===== src/rtl/rstseq_pkg.sv =====
// Shared types and constants for the reset release sequencer.
//   state_t   : sequencer states (ASSERT, HOLD, RELEASE, RUN, SOFT)
//   CAUSE_*   : encodings reported on rst_cause
//   max_int() : elaboration-time helper used to size the cycle counter
package rstseq_pkg;

  typedef enum logic [2:0] {
    ASSERT,
    HOLD,
    RELEASE,
    RUN,
    SOFT
  } state_t;

  localparam logic [1:0] CAUSE_NONE = 2'b00;
  localparam logic [1:0] CAUSE_POR  = 2'b01;
  localparam logic [1:0] CAUSE_SOFT = 2'b10;

  function automatic int max_int(input int a, input int b);
    return (a > b) ? a : b;
  endfunction

endpackage


===== src/rtl/rstseq_sync.sv =====
// Reset deassertion synchronizer: asserts asynchronously with rst1, releases
// SYNC_STAGES clk edges after rst1 goes high.
//   clk        in  1  clock
//   rst1       in  1  raw reset, asynchronous, active-low
//   rst_sync_n out 1  reset released synchronously to clk (active-low)
module rstseq_sync #(
  parameter int SYNC_STAGES = 2
) (
  input  logic clk,
  input  logic rst1,
  output logic rst_sync_n
);

  logic [SYNC_STAGES-1:0] sync_q;

  // NOTE: flops are always written with non-blocking assignments so every
  // stage samples the value its neighbour held before the edge.
  always_ff @(posedge clk or negedge rst1) begin
    if (!rst1) begin
      sync_q <= '0;
    end else begin
      sync_q <= {sync_q[SYNC_STAGES-2:0], 1'b1};
    end
  end

  assign rst_sync_n = sync_q[SYNC_STAGES-1];

endmodule


===== src/rtl/reset_release_sequencer.sv =====
// Reset source for the downstream register domains. Reset asserts
// asynchronously on rst1 and is released synchronously, domain by domain,
// as a thermometer code. A level soft-reset request re-enters the hold and
// release sequence from RUN.
//
// Build option: define RSTSEQ_CAUSE_EN to get a registered rst_cause
// (POR on rst1, SOFT on entry to soft reset); otherwise rst_cause is 2'b00.
//
//   clk           in   1            clock
//   rst1          in   1            reset, asynchronous, active-low
//   soft_rst_req  in   1            level request for soft reset
//   soft_rst_ack  out  1            high while soft reset is accepted and held
//   rst_n_out     out  NUM_DOMAINS  per-domain active-low reset, registered
//   seq_done      out  1            all domains released (RUN)
//   busy          out  1            sequencer not in RUN
//   rst_cause     out  2            last reset cause
module reset_release_sequencer
  import rstseq_pkg::*;
#(
  parameter int SYNC_STAGES = 2,
  parameter int HOLD_CYCLES = 16,
  parameter int NUM_DOMAINS = 3,
  parameter int STAGGER     = 4
) (
  input  logic                   clk,
  input  logic                   rst1,
  input  logic                   soft_rst_req,
  output logic                   soft_rst_ack,
  output logic [NUM_DOMAINS-1:0] rst_n_out,
  output logic                   seq_done,
  output logic                   busy,
  output logic [1:0]             rst_cause
);

  localparam int CNT_W = $clog2(max_int(HOLD_CYCLES, STAGGER) + 1);
  localparam int IDX_W = $clog2(NUM_DOMAINS + 1);

  state_t                 state_q, state_d;
  logic [CNT_W-1:0]       cnt_q, cnt_d;
  logic [IDX_W-1:0]       idx_q, idx_d;   // next domain to release
  logic [NUM_DOMAINS-1:0] rst_n_d;
  logic                   rst_sync_n;
  logic                   req_q;

  rstseq_sync #(
    .SYNC_STAGES (SYNC_STAGES)
  ) u_sync (
    .clk        (clk),
    .rst1       (rst1),
    .rst_sync_n (rst_sync_n)
  );

  // The request is only sampled here; the FSM looks at it solely in RUN and
  // SOFT, so a request that comes and goes before RUN leaves no trace.
  always_ff @(posedge clk or negedge rst1) begin
    if (!rst1) begin
      req_q <= 1'b0;
    end else begin
      req_q <= soft_rst_req;
    end
  end

  // NOTE: every signal driven here gets a default first, so no path can
  // leave one unassigned and infer a latch.
  always_comb begin
    state_d = state_q;
    cnt_d   = cnt_q;
    idx_d   = idx_q;
    rst_n_d = rst_n_out;

    unique case (state_q)
      ASSERT: begin
        if (rst_sync_n) begin
          state_d = HOLD;
        end
      end

      HOLD: begin
        if (cnt_q == CNT_W'(HOLD_CYCLES - 1)) begin
          rst_n_d[0] = 1'b1;
          idx_d      = IDX_W'(1);
          state_d    = (NUM_DOMAINS == 1) ? RUN : RELEASE;
        end else begin
          cnt_d = cnt_q + 1'b1;
        end
      end

      RELEASE: begin
        if (cnt_q == CNT_W'(STAGGER - 1)) begin
          // Only ever sets a bit, so lower domains stay released.
          for (int k = 0; k < NUM_DOMAINS; k++) begin
            if (idx_q == IDX_W'(k)) begin
              rst_n_d[k] = 1'b1;
            end
          end
          idx_d = idx_q + 1'b1;
          cnt_d = '0;
          if (idx_q == IDX_W'(NUM_DOMAINS - 1)) begin
            state_d = RUN;
          end
        end else begin
          cnt_d = cnt_q + 1'b1;
        end
      end

      RUN: begin
        if (req_q) begin
          state_d = SOFT;
          rst_n_d = '0;
        end
      end

      SOFT: begin
        if (!req_q) begin
          state_d = HOLD;
        end
      end

      default: begin
        state_d = ASSERT;
        rst_n_d = '0;
      end
    endcase

    // Each state starts counting from zero.
    if (state_d != state_q) begin
      cnt_d = '0;
    end
  end

  always_ff @(posedge clk or negedge rst1) begin
    if (!rst1) begin
      state_q <= ASSERT;
    end else begin
      state_q <= state_d;
    end
  end

  always_ff @(posedge clk or negedge rst1) begin
    if (!rst1) begin
      cnt_q <= '0;
    end else begin
      cnt_q <= cnt_d;
    end
  end

  always_ff @(posedge clk or negedge rst1) begin
    if (!rst1) begin
      idx_q <= '0;
    end else begin
      idx_q <= idx_d;
    end
  end

  // Outputs are registered from the next state so they change on the same
  // edge as the state they describe.
  always_ff @(posedge clk or negedge rst1) begin
    if (!rst1) begin
      rst_n_out <= '0;
    end else begin
      rst_n_out <= rst_n_d;
    end
  end

  always_ff @(posedge clk or negedge rst1) begin
    if (!rst1) begin
      seq_done <= 1'b0;
    end else begin
      seq_done <= (state_d == RUN);
    end
  end

  always_ff @(posedge clk or negedge rst1) begin
    if (!rst1) begin
      busy <= 1'b1;
    end else begin
      busy <= (state_d != RUN);
    end
  end

  always_ff @(posedge clk or negedge rst1) begin
    if (!rst1) begin
      soft_rst_ack <= 1'b0;
    end else begin
      soft_rst_ack <= (state_d == SOFT);
    end
  end

`ifdef RSTSEQ_CAUSE_EN
  always_ff @(posedge clk or negedge rst1) begin
    if (!rst1) begin
      rst_cause <= CAUSE_POR;
    end else if ((state_q == RUN) && (state_d == SOFT)) begin
      rst_cause <= CAUSE_SOFT;
    end
  end
`else
  assign rst_cause = CAUSE_NONE;
`endif

endmodule


===== config.mk =====
export PLATFORM = sky130hd
export DESIGN_NAME = reset_release_sequencer
export DESIGN_NICKNAME = d
export VERILOG_FILES = /design/src/rtl/rstseq_pkg.sv /design/src/rtl/rstseq_sync.sv /design/src/rtl/reset_release_sequencer.sv
export SDC_FILE = /design/constraint.sdc
export NUM_CORES = 1
export LEC_CHECK = 0
export BUFFER_PORTS_ARGS = -buffer_cell sky130_fd_sc_hd__buf_2
export CORE_ASPECT_RATIO = 0.7
export CORE_MARGIN = 1
export CORE_UTILIZATION = 40
export CTS_BUF_LIST = sky130_fd_sc_hd__clkbuf_2 sky130_fd_sc_hd__clkbuf_4 sky130_fd_sc_hd__clkbuf_8
export CTS_CLUSTER_SIZE = 10
export DETAILED_ROUTE_END_ITERATION = 10
export GPL_ROUTABILITY_DRIVEN = 1
export GPL_TIMING_DRIVEN = 1
export RECOVER_POWER = 100
export SLEW_MARGIN = 15
export SYNTH_ARGS = -nofsm -noshare
export SYNTH_HDL_FRONTEND = slang
export SYNTH_SLANG_ARGS = --single-unit

===== constraint.sdc =====
create_clock -name clk -period 3.6 [get_ports clk]
set_input_delay 0.18 -clock clk [delete_from_list [all_inputs] [get_ports clk]]
set_output_delay 0.18 -clock clk [all_outputs]
set_load 0.005 [all_outputs]

### Word-level counts from Yosys, hierarchy flattened

Cells that the tools add are included.

* flip-flop bits (word level): 19
* logic and storage cells: 67
* input bits: 3

* add/sub/neg operators: 2
* bitwise logic cells: 2
* mux-type cells: 22
* equal/unequal tests: 19
* reductions and logical operators: 11

Operators with widths (count)
* 2-to-1 mux 3 bit: 8
* 2-to-1 mux 5 bit: 3
* case mux 3 bit (5 select lines): 1
* != test 2 bit, second input constant: 6
* case mux 5 bit (2 select lines): 1
* == test 3 x 2 -> 1 bit, second input constant: 3
* AND reduction 4 bit: 2
* == test 3 bit, second input constant: 2
* case mux 2 bit (3 select lines): 1
* adder 5 x 1 -> 5 bit, second input constant: 1
* == test 5 x 2 -> 1 bit, second input constant: 1
* == test 5 x 4 -> 1 bit, second input constant: 1
* AND reduction 5 bit: 1
* 2-to-1 mux 1 bit: 4
* 2-to-1 mux 2 bit: 2
* case mux 1 bit (4 select lines): 1
* case mux 2 bit (2 select lines): 1
* == test 3 x 1 -> 1 bit, second input constant: 1
* zero test 3 bit: 1
* != test 3 x 2 -> 1 bit, second input constant: 1
* != test 3 bit: 1
* != test 3 bit, second input constant: 1
* AND reduction 3 bit: 1
* nonzero test 3 bit: 1
* 9 further kinds: 10

### Longest topological paths before layout

* depth in word-level cells: 7
* gate-level depth with buffers: 7
* mapped depth without buffers: 7

### Modules after synthesis

From an unflattened synthesis, not the netlist that was laid out.

* cell total of the unflattened synthesis: 90
* area, all modules: 972.2 um^2

Modules (own cells, without submodules)
* reset_release_sequencer: instances 1, cells an instance 87, area each 918.4 um^2, sequential area each 426.7 um^2
* rstseq_sync: instances 1, cells an instance 3, area each 53.8 um^2, sequential area each 50.0 um^2

### Worst setup path before layout

Ideal clock, no wire load.

* path kind: reg-to-reg
* from: register cnt_q[0]
* to: register cnt_q[4]
* data arrival time: 1732 ps
* path slack: 1795 ps
* path buffers: 0
* cell stages (with the launch flop): 8
* clock period less this slack: 1805 ps
* library setup time: 73 ps
* required time: 3527 ps
* cells stage by stage: dfrtp_1 > ha_1 > and3_1 > ha_1 > nor4b_4 > nor2_1 > or3_1 > a21oi_2

* longest elaborated chain between the ends: 6

Ends and longest elaborated chain
* from (decl): line reset_release_sequencer.sv:39 `logic [CNT_W-1:0] cnt_q, cnt_d;`
* from (signal assigned): line reset_release_sequencer.sv:143 `cnt_q <= cnt_d;`
* == test 5 x 2 -> 1 bit or == test 5 x 4 -> 1 bit (tied branches): line reset_release_sequencer.sv:89, reset_release_sequencer.sv:79
* 2-to-1 mux 3 bit (on tied branches): line reset_release_sequencer.sv:89, reset_release_sequencer.sv:79
* case mux 3 bit (5 select lines): line reset_release_sequencer.sv:71 `unique case (state_q)`
* != test 3 bit: line reset_release_sequencer.sv:126 `if (state_d != state_q) begin`
* != test 3 bit (no source line) or nonzero test 3 bit (tied branches)
* AND reduction 2 bit (no source line)

Several ways; a longest one is shown, not always the timed one. The select of a mux whose other input is x is not followed.
A chain may end at the register's enable or synchronous reset.

### Final worst setup path

* from: register cnt_q[0]
* to: register cnt_q[0]

Same word-level chain as after synthesis.

==> run metrics <==
number of global-route vias before repair=672; RSZ-0062 raised after global routing=false; PD cells=611 nW/um^2; Starting Density=44.8%; Post-Route Utilization=47.1%; final worst-path setup slack=1.57 ns; Filler Cells Inserted=229; Final Total Pwr=650 uW; Yosys cell types=36; CTS tree=yes; sequential-to-total area share from yosys stat=47.1%; Residual DRC=0; global-route wire length before repair=3170 um; vias per cell=5.07; Max Slew Vio Count=0; pin slew with the least headroom to its limit=1.02 ns; diode count=0; Hold/Removal Path Class=reg2reg; cts repair resizes=0; 1st-iter DRT viols=19; crit path kind=reg2reg; DR WL/cell=13.3 um; Post-synth EDFFs=0; Fmax=493 MHz; RePlAce Congestion=0.795; Cell Rows=14; setup TNS=0 ns; DRT antenna net count=0; Die ar.=2740 sq um; Mapped Cells=94; Die Span X=62.1 um; CP Capture Type=flip-flop; Reg2Reg Setup Slack=1.57 ns; CP Launch Type=flip-flop; Area contributors post-synth=dfrtp_1 (44%), ha_1 (6.2%), a21oi_1 (3.5%), dfstp_2 (2.6%), nand2_1 (2.6%); H-tree Lvls=1; outcome=finished clean; Setup violations, final=0; Pleak=0.000498 uW; initial antenna violation count=0; io pins=11; drt total wl=1800 um; Clock Latency Late Sink=0.30 ns; floorplan core area=2260 sq um; Global Route Usage Sum=15.6%; Clock transition at path regs=0.11 ns; VDD IR-drop max=0.279 mV; final net count=112; Yosys reg bits=19; clock sink count=19; Post-Place Setup Slack=1.60 ns; Max-Cap Viols=0; Area Overhead vs Synth=5.07%; largest net degree at the start of global routing=20; DR pass1 iterations=4; CP Data Required Time=3.82 ns; die height=44.1 um; detailed-route via count=684; Cell Area, Synth=1010 sq um; fin crit period=2.03 ns; CP Max Fanout=5; CTS Root Cell=clkbuf_4; Final Hold Vio Count=0; Detail Placement HPWL=1270 um; syn avg cell area=10.8 sq um; CP Data Arrival Time=2.25 ns; Clock Path Buffers=2; Yosys Warn Count=0; post-synth top area share=44.5%; grt ovf=0; dominant synthesized flop cell=dfrtp_1; PortBufs=8; CTS Buf Count=3; Final Skew=0.00169 ns; Yosys top cell by area=dfrtp_1; slew margin rel.=32.3%; share of flip-flops with an asynchronous set or reset=100%; Tcrit/Tclk final=56.4%; fraction of layout cells with a size suffix above 1=10.7%
==> report_power, final <==
group          leakage (uW)  internal (uW)  total, uW  switching (uW)
Clock             0.0000184           50.7        117            65.8
Sequential         0.000241            262        323            61.0
Combinational      0.000239           98.5        211             113
Total              0.000498            411        650             239
==> cells in the mapped netlist, drive strengths merged, types with 3 or more instances <==
master,count
a211oi,3
a21oi,8
buf,6
dfrtp,18
ha,5
inv,3
nand2,7
nor2,5
nor2b,4
nor4b,4
o21ai,5
or3,3
==> cell type report <==
cell class	count	area (sq um)	share of cell area [%]
Sequential cell	19	477	44.8
Timing Repair Buffer	10	55.1	5.18
Clock buffer	4	30.0	2.82
Inverter	3	11.3	1.06
Multi-Input combinational cell	67	450	42.4
Tap cell	32	40.0	3.76
==> what timing repair did <==
action | in CTS | in global routing
hold buffers | 2 | 0
hold endpoints to repair | 19 | 0
setup endpoints to repair | 0 | 0
buffers inserted | 0 | 0
==> metrics by stage <==
stage,instances,cell area [sq um],hold slack [ns]
after floorplan,95,1020,-0.116
after global placement,129,1050,0.137
after detailed placement,129,1050,0.143
after CTS,135,1100,0.343
after global routing,135,1060,0.368
final,135,1060,0.360
==> state kept, by name, indices dropped and copies added, names as in the netlist <==
| register | flops |
|---|---|
| req_q | 1 |
| cnt_q | 5 |
| state_q | 3 |
| rst_n_out | 3 |
| seq_done | 1 |
| u_sync.sync_q | 2 |
| soft_rst_ack | 1 |
| busy | 1 |
| idx_q | 2 |
==> final timing paths <==
check                                      startpoint  cells after the start                         end
max                              cnt_q[0]$_DFFE_PN0P_                      7        cnt_q[0]$_DFFE_PN0P_
min                        u_sync.sync_q[0]$_DFF_PN0_                      0  u_sync.sync_q[1]$_DFF_PN0_
max reg2reg                      cnt_q[0]$_DFFE_PN0P_                      7        cnt_q[0]$_DFFE_PN0P_
min reg2reg                u_sync.sync_q[0]$_DFF_PN0_                      0  u_sync.sync_q[1]$_DFF_PN0_
max in group asynchronous                        rst1                      2        cnt_q[1]$_DFFE_PN0P_
min in group asynchronous                        rst1                      2    rst_n_out[1]$_DFFE_PN0P_
==> cells by family after synthesis <==
logic type / after synthesis / synth area share (%)
simple gates: 33 / 21.5
compound gates: 24 / 17.1
flops: 19 / 47.1
buf+inv: 9 / 5.44
fa+ha+maj: 5 / 6.18
other cells: 2 / 0.742
xor+xnor: 1 / 0.865
mux: 1 / 1.11
==> layout by cell type (no fill, tap or decap), types with 2 or more instances in the layout <==
master	count
nor2_1	5
nor3b_1	2
a21o_1	2
or3_1	3
nand2b_1	2
a21oi_1	7
o21ai_0	5
conb_1	3
and2_0	2
clkbuf_4	4
a22oi_1	2
a211oi_1	3
nor4b_1	3
inv_1	3
ha_1	5
dlygate4sd3_1	2
nor2b_1	4
clkbuf_1	4
nand2_1	7
dfrtp_1	18
and3_1	2
buf_2	4
==> layer usage <==
layer | GRT usage, % | up-vias | wire length [um]
met1 | 21.7 | 320 | 895
met4 | 4.19 | 0 | 11
met5 | 0 | - | 0
met3 | 5.67 | 2 | 111
li1 | - | 341 | -
met2 | 23.1 | 21 | 783
==> worst max-delay path: stages (launching register included) <==
cell and delay (ns):
dfrtp_1 0.43, ha_1 0.23, and3_1 0.15, ha_1 0.22, nor4b_4 0.29, nor2_1 0.15, or3_1 0.34, a21oi_1 0.15
Power figures use the tool's default switching activity.
